--- config.mk ---
export PLATFORM = sky130hd
export DESIGN_NAME = pg_masked_prefix_adder
export DESIGN_NICKNAME = d
export VERILOG_FILES = /design/src/rtl/pg_masked_prefix_adder.sv
export SDC_FILE = /design/constraint.sdc
export NUM_CORES = 1
export LEC_CHECK = 0
export CORE_MARGIN = 2
export CORE_UTILIZATION = 35
export CTS_CLUSTER_SIZE = 8
export DETAILED_ROUTE_END_ITERATION = 10
export GPL_TIMING_DRIVEN = 0
export SLEW_MARGIN = 20
export SYNTH_ARGS = -nofsm -noshare
export SYNTH_HDL_FRONTEND = slang
export SYNTH_SLANG_ARGS = --single-unit
--- constraint.sdc ---
create_clock -name clk -period 2.07 [get_ports clk]
set_input_delay 0.414 -clock clk [delete_from_list [all_inputs] [get_ports clk]]
set_output_delay 0.414 -clock clk [all_outputs]
set_load 0.02 [all_outputs]
--- src/rtl/pg_masked_prefix_adder.sv ---
// pg_masked_prefix_adder: pipelined two-share Boolean-masked Kogge-Stone adder built from DOM-indep AND gadgets.
module pg_masked_prefix_adder #(
  parameter int WIDTH = 8,
  localparam int LVL = $clog2(WIDTH),
  localparam int RND_W = WIDTH * (1 + 2 * LVL)
) (
  input  logic             clk,
  input  logic             rst_n,
  input  logic             i_valid,
  output logic             o_ready,
  input  logic [WIDTH-1:0] i_a0,
  input  logic [WIDTH-1:0] i_a1,
  input  logic [WIDTH-1:0] i_b0,
  input  logic [WIDTH-1:0] i_b1,
  input  logic [RND_W-1:0] i_rnd,
  output logic             o_valid,
  input  logic             i_ready,
  output logic [WIDTH-1:0] o_s0,
  output logic [WIDTH-1:0] o_s1,
  output logic             o_c0,
  output logic             o_c1
);
  typedef logic [1:0][WIDTH-1:0] sh_t;
  // Each masked value is held as two terms per share (same-share part u, cross part v);
  // the share is u^v, compressed only at the next stage input.
  sh_t gu_q [LVL+1], gv_q [LVL+1], gu_d [LVL+1], gv_d [LVL+1], gc [LVL+1];
  sh_t pd_q [LVL+1], pd_d [LVL+1];
  sh_t pu_q [LVL], pv_q [LVL], pu_d [LVL], pv_d [LVL], pc [LVL];
  sh_t a_s, b_s, s_q, s_d;
  logic [1:0] c_q, c_d;
  logic [LVL+1:0] vld_q;
  logic stall;
  logic unused_rnd;
  assign a_s = {i_a1, i_a0};
  assign b_s = {i_b1, i_b0};
  assign stall = vld_q[LVL+1] & ~i_ready;
  assign o_ready = ~stall;
  assign o_valid = vld_q[LVL+1];
  assign o_s0 = s_q[0];
  assign o_s1 = s_q[1];
  assign o_c0 = c_q[0];
  assign o_c1 = c_q[1];
  assign unused_rnd = ^i_rnd;
  for (genvar j = 0; j < 2; j++) begin : g_sh
    assign pu_d[0][j] = a_s[j] ^ b_s[j];
    assign pv_d[0][j] = '0;
    assign pd_d[0][j] = a_s[j] ^ b_s[j];
    assign gu_d[0][j] = a_s[j] & b_s[j];
    assign gv_d[0][j] = (a_s[j] & b_s[1-j]) ^ i_rnd[WIDTH-1:0];
    assign s_d[j] = pd_q[LVL][j] ^ {gc[LVL][j][WIDTH-2:0], 1'b0};
    assign c_d[j] = gc[LVL][j][WIDTH-1];
    for (genvar k = 0; k <= LVL; k++) begin : g_cmp
      assign gc[k][j] = gu_q[k][j] ^ gv_q[k][j];
      if (k < LVL) begin : g_p
        assign pc[k][j] = pu_q[k][j] ^ pv_q[k][j];
      end
    end
    for (genvar k = 1; k <= LVL; k++) begin : g_lvl
      localparam int D = 2 ** (k - 1);
      assign pd_d[k][j] = pd_q[k-1][j];
      for (genvar i = 0; i < WIDTH; i++) begin : g_bit
        localparam int RG = WIDTH + 2 * WIDTH * (k - 1) + 2 * i;
        if (i >= D) begin : g_op
          assign gu_d[k][j][i] = gc[k-1][j][i] ^ (pc[k-1][j][i] & gc[k-1][j][i-D]);
          assign gv_d[k][j][i] = (pc[k-1][j][i] & gc[k-1][1-j][i-D]) ^ i_rnd[RG];
          if (k < LVL) begin : g_pp
            assign pu_d[k][j][i] = pc[k-1][j][i] & pc[k-1][j][i-D];
            assign pv_d[k][j][i] = (pc[k-1][j][i] & pc[k-1][1-j][i-D]) ^ i_rnd[RG+1];
          end
        end else begin : g_pass
          assign gu_d[k][j][i] = gc[k-1][j][i];
          assign gv_d[k][j][i] = 1'b0;
          if (k < LVL) begin : g_pp
            assign pu_d[k][j][i] = pc[k-1][j][i];
            assign pv_d[k][j][i] = 1'b0;
          end
        end
      end
    end
  end
  always_ff @(posedge clk or negedge rst_n) begin
    if (!rst_n) begin
      vld_q <= '0;
      gu_q <= '{default: '0};
      gv_q <= '{default: '0};
      pu_q <= '{default: '0};
      pv_q <= '{default: '0};
      pd_q <= '{default: '0};
      s_q <= '0;
      c_q <= '0;
    end else if (!stall) begin
      vld_q <= {vld_q[LVL:0], i_valid};
      gu_q <= gu_d;
      gv_q <= gv_d;
      pu_q <= pu_d;
      pv_q <= pv_d;
      pd_q <= pd_d;
      s_q <= s_d;
      c_q <= c_d;
    end
  end
endmodule

* Word-level counts from Yosys, hierarchy flattened *
Cells that the tools add are included.

cells by class
  bitwise logic cells = 239

operators with widths
  kind               count
  bitwise XOR 8 bit  18
  bitwise AND 1 bit  121
  bitwise XOR 1 bit  94
  bitwise AND 8 bit  4
  NOT 1 bit          2

word-level totals
  bits in registers = 259
  logic and storage cells = 275
  output and inout bits = 20
  input bits = 92

* Logic depth before layout (Yosys ltp) *
Gate-level depths: netlist of run 1.

  word-level depth = 3
  mapped depth = 7
  gate-level depth less buffers = 4

* Least setup slack after synthesis of run 1 *
OpenSTA, ideal clock, no wires.

  path type = register -> output
  start point = reg vld_q[4]
  end point = out o_ready
  path slack = 0.483 ns
  cell stages (with the launch flop) = 6
  required time = 1.656 ns
  path buffers = 3
  arrival time = 1.173 ns
  cells stage by stage = dfrtp_1 > nor2b_4 > buf_6 > inv_4 > buf_2 > buf_2

between the ends
  cells in the longest elaborated chain, start to end = 2

RTL lines
  element                   RTL line  text
  start: declaration        31        logic [LVL+1:0] vld_q;
  start signal: assignment  92        vld_q <= {vld_q[LVL:0], i_valid};
  bitwise AND 1 bit         36        assign stall = vld_q[LVL+1] & ~i_ready;
  NOT 1 bit                 37        assign o_ready = ~stall;
  end: declaration          10        output logic o_ready,

No other way between the ends.

* Final worst setup path of run 1 *
Ends and elaborated chain as after synthesis.

==> run summary, run 1 <==
Status - finished, final reports clean
Fin crit share - 97.5%
Data arrival time of the critical path - 1600 ps
Ports - 112
Largest net degree at the start of global routing - 91
Die Ht - 183 um
Routed wire length per instance - 17.9 um
Critical R2R Capture - gv_q[18]
CTS Buffer Depth - 3
Post-synth top flop - dfrtp_1
Final WL - 31,400 um
Worst Slack Setup Final - 52.0 ps
Syn_nets - 1,323
CP Launch Point - vld_q[4]
DRC - 0
Fin Clk Skew - 10.5 ps
Synth top area cells - dfrtp_1 54%, nand2_1 14%, xor2_1 4.5%
Vias in the first global route - 8,805
GRT Residual Overflow - 0
Required time of the critical path - 1660 ps
Crit-path max cell delay - 350 ps
Die Area - 33,600 sq um
CP Class - register to primary output
Max Slew Vio Count - 0
Post-route minimum period - 2020 ps
Htree depth - 2
Worst path depth - 5
Clk sink count - 241
Synth Warn # - 0
EDFF count, synth - 0
Most instantiated cells after synthesis - 422 x nand2_1, 241 x dfrtp_1, 68 x o21ai_0
LEAKAGE - 6.36 nW
Actual slew at the worst max-slew pin - 915 ps
CP most frequent cell - buf_8
FMAX - 0.496 GHz
Total power - 22.5 mW
Via density per instance - 5.07
Reg2Reg Setup Slack - 320 ps
Vias - 8,880
Crit path to - o_ready
Post-synthesis cell count - 1,215
Crit path buf inv count - 4
Latest clock arrival within the worst-skew pair - 510 ps
Root buf cell - clkbuf_16
Setup Viol. Count Final - 0
Min-Delay Path Class - input pin to register
CTS tree - built
Top cell type's share of synthesized area - 53.6%
Most common cell in the netlist - nand2_1
Pre-CTS setup slack - -774 ps
RR Startpoint - vld_q[4]
Crit path max fanout - 16
Core area - 31,600 sq um
Hold Violations, Final - 0
Max-Cap Viols - 0
R2R cell count - 6
Clk slew on worst S/H paths - 50 ps
DP Cell Count - 1,709
N_diodes - 0
Count of input and output buffers - 90
Post-synth ARST share - 100%
Syn avg cell area - 9.26 sq um
Starting Density - 35.6%
Chip width - 183 um
Sequential area share after synthesis - 53.6%
Share of cells above drive strength 1 - 7.55%
Power per cell area - 1640 nW/um^2
Final HPWL DP - 22,100 um
GPL Wtd Cong - 0.817
DRT antenna net count - 0
Post-synthesis cell area - 11,300 sq um
Setup TNS - 0 ps
Initial antenna violation count - 0
Synth Register Bits - 241
GRT Total Usage - 19.3%
CP endpoint kind - primary output
Slowest CP cell - dfrtp_1
Slew HR - 38.6%
Router iterations before antenna repair - 7
Startpoint type of the worst setup path - register
Fin cells - 1,753
Inserted Clock Buffers - 36
Cell variety after synth - 31
Largest delay contributor family on the critical path - buffers and inverters
Nets - 1,456
RSZ-0062 raised after global routing - no
Max VDD drop - 599 uV
DRT iter0 DRCs - 640
Standard-cell row count - 65
Area Growth Syn to Fin - 21.9%
CP Cell Sequence - nor2b_4, buf_8, clkinv_8, buf_8, buf_4
First-pass GRT wire length - 49,900 um
Synth area leader - dfrtp_1
[report_power, final]
group	internal (mW)	leakage, nW	total, mW	switching, mW
Combinational	3.55	2.97	9.09	5.54
Sequential	6.91	2.92	8.28	1.37
Clock	3.15	0.470	5.14	2.00
[worst min path at each step]
stage	start	endpoint	cells after the start
floorplan	rst_n	c_q[0]	0
global placement	vld_q[3]	vld_q[3]	2
detailed placement	rst_n	gv_q[61]	1
CTS	i_valid	vld_q[0]	3
global route	i_valid	vld_q[0]	3
finish	i_valid	vld_q[0]	3
[per-stage QoR]
step	hold WS, ps	instance area (sq um)	utilization, %
5_1_grt	473	13700	43.4
3_3_place_gp	443	12700	40.0
2_1_floorplan	118	11300	-
3_5_place_dp	437	12700	40.2
6_report	442	13700	43.4
4_1_cts	433	13700	43.3
[worst reg2reg max path, delay by kind of cell, from the launching register on]
| family | cells | cell delay (ps) |
|---|---|---|
| buf+inv | 3 | 870 |
| simple gates | 2 | 250 |
| compound gates | 1 | 180 |
| flops | 1 | 380 |
[flip-flops by register name, indices dropped and copies added, names as in the netlist]
register  flops
o_s0          8
c_q           2
gu_q         64
pd_q         16
pu_q         36
o_s1          8
gv_q         50
pv_q         20
vld_q         5
pd_d         32
[per-layer routing]
layer | track usage, % | vias to the layer above | share of wire [%]
met1 | 27.5 | 4276 | 48
met4 | 5.60 | 0 | 2.2
met2 | 30.5 | 229 | 45
met3 | 3.02 | 53 | 5.2
met5 | 0 | - | 0
li1 | - | 4322 | -
[layout make-up]
cell class | count | area, sq um
repair buffers | 96 | 991
well taps | 402 | 503
clock buffers | 38 | 930
inverters | 12 | 57.6
multi-input cells | 892 | 4810
fillers | 3084 | 17900
plain buffers | 69 | 378
clock inverters | 3 | 26.3
flip-flops and latches | 241 | 6030
[cells by family (layout without fill, tap and decap cells)]
group | count (synthesis) | after routing | share of synthesized area (%)
simple gates | 578 | 578 | 21.5
xor+xnor | 112 | 112 | 8.98
buf+inv | 82 | 218 | 3.70
fa+ha+maj | 16 | 16 | 1.78
flops | 241 | 241 | 53.6
compound gates | 186 | 186 | 10.5
[cells in the final DEF (no fill, tap or decap), types with 21 or more instances in the layout]
master	count
nand2_1	422
dfrtp_1	241
clkdlybuf4s50_1	88
o21ai_0	68
xor2_1	58
xnor2_1	50
buf_2	38
nor2_1	38
clkbuf_16	37
o31ai_1	34
nand3_1	32
a21oi_1	26
clkbuf_1	22
or3_1	22
a31oi_1	21
[timing repair]
item                       4_1_cts  5_1_grt
setup endpoints to repair        1        1
hold endpoints to repair        76        0
hold buffers                     1        0
resized for setup                9        3
buffers inserted                 0        3
No activity file was read; power rests on OpenSTA's default activity.
==> run 2, diff against run 1 <==
Settings changed: DONT_BUFFER_PORTS set to 1.
==> run summary, run 2 (synthesis gave the netlist of run 1 again) <==
Crit path max fanout - 16 (unchanged)
Actual slew at the worst max-slew pin - 924 ps (was 915 ps)
Placed cell area - 11,800 sq um (was 12,700 sq um)
Fin crit share - 96.9% (was 97.5%)
Count of input and output buffers - 0 (was 90)
Htree depth - 2 (unchanged)
Final WL - 31,500 um (was 31,400 um)
Top Registers - gu_q: 64 flops, gv_q: 50 flops, pu_q: 36 flops (unchanged)
Min Hold Slack - -369 ps (was 442 ps)
DRT antenna net count - 0 (unchanged)
Routed wire length per instance - 19.0 um (was 17.9 um)
DRC - 0 (unchanged)
Largest net degree at the start of global routing - 242 (was 91)
GRT Residual Overflow - 0 (unchanged)
Share of cells above drive strength 1 - 7.57% (was 7.55%)
Post-route minimum period - 2010 ps (was 2020 ps)
Core area - 31,600 sq um (unchanged)
R2R cell count - 6 (unchanged)
Startpoint type of the worst setup path - register (unchanged)
Die Area - 33,600 sq um (unchanged)
Initial antenna violation count - 0 (unchanged)
Data arrival time of the critical path - 1590 ps (was 1600 ps)
GRT Total Usage - 19.1% (was 19.3%)
RR Startpoint - vld_q[4] (unchanged)
Starting Density - 35.6% (unchanged)
Clk sink count - 241 (unchanged)
Max Slew Vio Count - 0 (unchanged)
Commonest cells after routing, fill and taps aside - 422 x nand2_1, 241 x dfrtp_1, 68 x o21ai_0 (was 422 x nand2_1, 241 x dfrtp_1, 88 x clkdlybuf4s50_1)
Vias - 8,541 (was 8,880)
N_diodes - 0 (unchanged)
Required time of the critical path - 1660 ps (about the same)
CTS Buffer Depth - 3 (unchanged)
Reg2Reg Setup Slack - 190 ps (was 320 ps)
LEAKAGE - 5.95 nW (was 6.36 nW)
DRT iter0 DRCs - 724 (was 640)
CTS tree - built (unchanged)
Most common cell after layout, fill and taps aside - nand2_1 (unchanged)
Inserted Clock Buffers - 36 (unchanged)
Root buf cell - clkbuf_16 (unchanged)
GPL Wtd Cong - 0.831 (was 0.817)
Power per cell area - 1720 nW/um^2 (was 1640 nW/um^2)
Hold Violations, Final - 241 (was 0)
First-pass GRT wire length - 49,300 um (was 49,900 um)
CP Class - register to primary output (unchanged)
Router iterations before antenna repair - 5 (was 7)
Status - finished with violations (was finished, final reports clean)
Final HPWL DP - 21,800 um (was 22,100 um)
Min-Delay Path Class - input pin to async pin (was input pin to register)
Design area - 12,700 sq um (was 13,700 sq um)
Chip width - 183 um (unchanged)
Max-Cap Viols - 0 (unchanged)
Latest clock arrival within the worst-skew pair - 500 ps (was 510 ps)
Fin Clk Skew - 14.4 ps (was 10.5 ps)
Slew HR - 37.9% (was 38.6%)
Standard-cell row count - 65 (unchanged)
Largest Register - gu_q (unchanged)
Ports - 112 (unchanged)
Max VDD drop - 632 uV (was 599 uV)
Failing checks - hold timing
Clk slew on worst S/H paths - 50 ps (about the same)
Setup Viol. Count Final - 0 (unchanged)
Critical R2R Capture - gv_q[12] (was gv_q[18])
Vias in the first global route - 8,362 (was 8,805)
Die Ht - 183 um (unchanged)
RSZ-0062 raised after global routing - no (unchanged)
CP endpoint kind - primary output (unchanged)
FMAX - 0.499 GHz (was 0.496 GHz)
Max reg flops - 64 (unchanged)
Nets - 1,360 (was 1,456)
Area Growth Syn to Fin - 13.0% (was 21.9%)
Via density per instance - 5.15 (was 5.07)
Setup TNS - 0 ps (unchanged)
## run 2: cell types whose count changed in the layout (fill, tap and decap cells not counted), sizes merged
cell | previous run | this run
clkinv | 2 | 1
buf | 55 | 48
inv | 13 | 14
clkdlybuf4s50 | 88 | 0
dlygate4sd3 | 1 | 0
## run 2: worst max-delay path, cell delays in order, from the launching register on
cell	delay, ps
dfrtp_1	450
nor2b_4	160
buf_6	140
inv_6	150
buf_8	190
## run 2: timing repair
item	CTS	global route
resized for setup	2	2
endpoints found under the hold margin	241	241
setup buffers	0	0
endpoints found under the setup margin	1	1
## run 2: worst max-delay path by stage
stage	from	to	slack, ps	cells after the start
final	vld_q[4]	o_ready	60	4
after CTS	vld_q[4]	o_ready	2	4
after global placement	vld_q[4]	o_ready	190	5
after global routing	vld_q[4]	o_ready	4	4
after detailed placement	vld_q[4]	o_ready	200	5
after floorplan	vld_q[4]	o_ready	480	5
## run 2: final cells by class
| type | count | area [sq um] |
|---|---|---|
| Fill cell | 3185 | 18900 |
| Sequential cell | 241 | 6030 |
| Multi-Input combinational cell | 892 | 4810 |
| Clock buffer | 38 | 930 |
| Tap cell | 402 | 503 |
| Buffer | 69 | 374 |
| Inverter | 12 | 50.0 |
| Clock inverter | 3 | 26.3 |
## run 2: metal layers
| layer | wire length (um) | vias up | track usage (%) |
|---|---|---|---|
| li1 | - | 4108 | - |
| met2 | 13900 | 223 | 29.2 |
| met1 | 14600 | 4140 | 27.1 |
| met3 | 1940 | 70 | 3.65 |
| met4 | 967 | 0 | 6.46 |
| met5 | 0 | - | 0 |
## run 2: power by group
| group | total (mW) | switching [mW] | internal (mW) |
|---|---|---|---|
| combinational | 8.18 | 5.09 | 3.08 |
| clock | 5.16 | 2.01 | 3.15 |
| sequential | 8.56 | 1.66 | 6.90 |
| total | 21.9 | 8.75 | 13.1 |
## run 2: stage by stage
stage | setup WS, ps | utilization [%] | total power, mW | std cells | hold WS [ps]
3_5_place_dp | 196 | 37.2 | 16.8 | 1617 | 133
4_1_cts | 2.40 | 40.2 | 22.0 | 1657 | -390
2_1_floorplan | 483 | - | 14.2 | 1215 | 118
3_3_place_gp | 192 | 37.2 | 16.5 | 1617 | 135
5_1_grt | 3.72 | 40.2 | 23.4 | 1657 | -388
6_report | 64.8 | 40.2 | 21.9 | 1657 | -369
==> run 3, diff against run 2 <==
Settings changed: CTS_CLUSTER_SIZE 8 to unset, MAX_ROUTING_LAYER set to met4, SKIP_LAST_GASP set to 1.
==> run summary, run 3 (synthesis gave the netlist of run 1 again) <==
Final WL - 31,400 um (was 31,500 um)
Required time of the critical path - 1660 ps (about the same)
Largest Register - gu_q (unchanged)
Slew HR - 42.1% (was 37.9%)
CTS tree - built (unchanged)
Data arrival time of the critical path - 1580 ps (was 1590 ps)
Share of cells above drive strength 1 - 7.98% (was 7.57%)
Starting Density - 35.6% (unchanged)
Pre-CTS setup slack - 196 ps (unchanged)
Critical R2R Capture - gv_q[18] (was gv_q[12])
DRC - 0 (unchanged)
Power per cell area - 1700 nW/um^2 (was 1720 nW/um^2)
CP endpoint kind - primary output (unchanged)
Vias in the first global route - 8,313 (was 8,362)
Max VDD drop - 663 uV (was 632 uV)
GRT Total Usage - 19.5% (was 19.1%)
Clk slew on worst S/H paths - 60 ps (was 50 ps)
Max Slew Vio Count - 0 (unchanged)
Worst Slack Setup Final - 75.8 ps (was 64.8 ps)
Area Growth Syn to Fin - 12.8% (was 13.0%)
Standard-cell row count - 65 (unchanged)
CTS Buffer Depth - 3 (unchanged)
Min-Delay Path Class - input pin to async pin (unchanged)
N_diodes - 0 (unchanged)
GPL Wtd Cong - 0.844 (was 0.831)
Max-Cap Viols - 0 (unchanged)
RR Startpoint - vld_q[4] (unchanged)
Top Metal Used - met4 (unchanged)
Hold buffer count at cts - 1
Multi-input gate area - 4810 sq um (unchanged)
Vias - 8,561 (was 8,541)
Setup TNS - 0 ps (unchanged)
Routed wire length per instance - 18.8 um (was 19.0 um)
Metal-1 WL - 14,600 um (about the same)
CP Class - register to primary output (unchanged)
Filler cell count - 3,201 (was 3,185)
Seq. cell area - 6030 sq um (about the same)
Clk sink count - 241 (unchanged)
Latest clock arrival within the worst-skew pair - 550 ps (was 500 ps)
Fin Clk Skew - 26.0 ps (was 14.4 ps)
Crit path max fanout - 16 (unchanged)
Post-route minimum period - 1990 ps (was 2010 ps)
LEAKAGE - 5.94 nW (was 5.95 nW)
Count of input and output buffers - 0 (unchanged)
Nets - 1,353 (was 1,360)
Top Registers - gu_q: 64 flops, gv_q: 50 flops, pu_q: 36 flops (unchanged)
Fin crit share - 96.3% (was 96.9%)
GRT Residual Overflow - 0 (unchanged)
Initial antenna violation count - 0 (unchanged)
Most common cell after layout, fill and taps aside - nand2_1 (unchanged)
Startpoint type of the worst setup path - register (unchanged)
Chip width - 183 um (unchanged)
Via density per instance - 5.13 (was 5.15)
Root buf cell - clkbuf_16 (unchanged)
Die Ht - 183 um (unchanged)
DRT iter0 DRCs - 649 (was 724)
First-pass GRT wire length - 48,900 um (was 49,300 um)
DR WL met2 - 13,700 um (was 13,900 um)
Total power - 21.6 mW (was 21.9 mW)
Largest net degree at the start of global routing - 242 (unchanged)
Setup Viol. Count Final - 0 (unchanged)
Max reg flops - 64 (unchanged)
Min Hold Slack - -413 ps (was -369 ps)
Core area - 31,600 sq um (unchanged)
Commonest cells after routing, fill and taps aside - 422 x nand2_1, 240 x dfrtp_1, 68 x o21ai_0 (was 422 x nand2_1, 241 x dfrtp_1, 68 x o21ai_0)
Met3 WL - 1940 um (about the same)
RSZ-0062 raised after global routing - no (unchanged)
Hold Violations, Final - 241 (unchanged)
R2R cell count - 6 (unchanged)
Inserted Clock Buffers - 28 (was 36)
Router iterations before antenna repair - 4 (was 5)
Failing checks - hold timing (unchanged)
Status - finished with violations (unchanged)
Die Area - 33,600 sq um (unchanged)
Htree depth - 1 (was 2)
Final HPWL DP - 21,800 um (unchanged)
Actual slew at the worst max-slew pin - 863 ps (was 924 ps)
Reg2Reg Setup Slack - 260 ps (was 190 ps)
Ports - 112 (unchanged)
FMAX - 0.501 GHz (was 0.499 GHz)
DRT antenna net count - 0 (unchanged)
==> run 3: cell types whose count changed in the layout (fill, tap and decap cells not counted), sizes merged <==
cell / change
dlygate4sd3: +1
clkinvlp: +1
clkinv: +4
clkbuf: +7
inv: -2
==> run 3: stage by stage <==
step	cells	cell area (sq um)	utilization, %
2_1_floorplan	1215	11300	-
3_3_place_gp	1617	11800	37.2
3_5_place_dp	1617	11800	37.2
4_1_cts	1668	12700	40.1
5_1_grt	1668	12700	40.1
6_report	1668	12700	40.1
==> run 3: metal layers <==
metal  GRT usage (%)  vias up
li1                -     4112
met1            27.0     4154
met2            28.8      228
met3            3.53       67
met4            6.46        0
met5               -        -
==> run 3: critical path, cell delays in order, from the launching register on <==
cell and delay, ps:
dfrtp_2 450, nor2b_4 140, buf_6 140, inv_8 130, buf_8 180
==> run 3: where the power goes <==
group	leakage (nW)	internal [mW]	switching (mW)	total, mW
Combinational	2.57	3.09	5.10	8.18
Sequential	2.92	6.90	1.66	8.56
Clock	0.454	2.88	1.96	4.83
Total	5.94	12.9	8.71	21.6
==> run 3: worst max path at each step <==
stage	depth (start not counted)	slack, ps	end	start
after floorplan	5	480	o_ready	vld_q[4]
after global placement	5	190	o_ready	vld_q[4]
after detailed placement	5	200	o_ready	vld_q[4]
after CTS	4	10	o_ready	vld_q[4]
after global routing	4	10	o_ready	vld_q[4]
final	4	80	o_ready	vld_q[4]
==> run 3: repair_timing <==
item / CTS / global route
endpoints found under the hold margin: 242 / 241
pin swaps: 0 / 0
setup buffers: 0 / 0
gates resized for setup: 4 / 2
endpoints found under the setup margin: 1 / 1
==> run 3: area by class of cell <==
| type | instances | share of cell area, % |
|---|---|---|
| buffer | 69 | 2.95 |
| clock buffer | 45 | 6.89 |
| clock inverter | 6 | 0.345 |
| inverter | 12 | 0.414 |
| multi-input combinational | 892 | 37.9 |
| sequential | 241 | 47.5 |
| tap | 402 | 3.96 |
| timing repair buffer | 1 | 0.0788 |
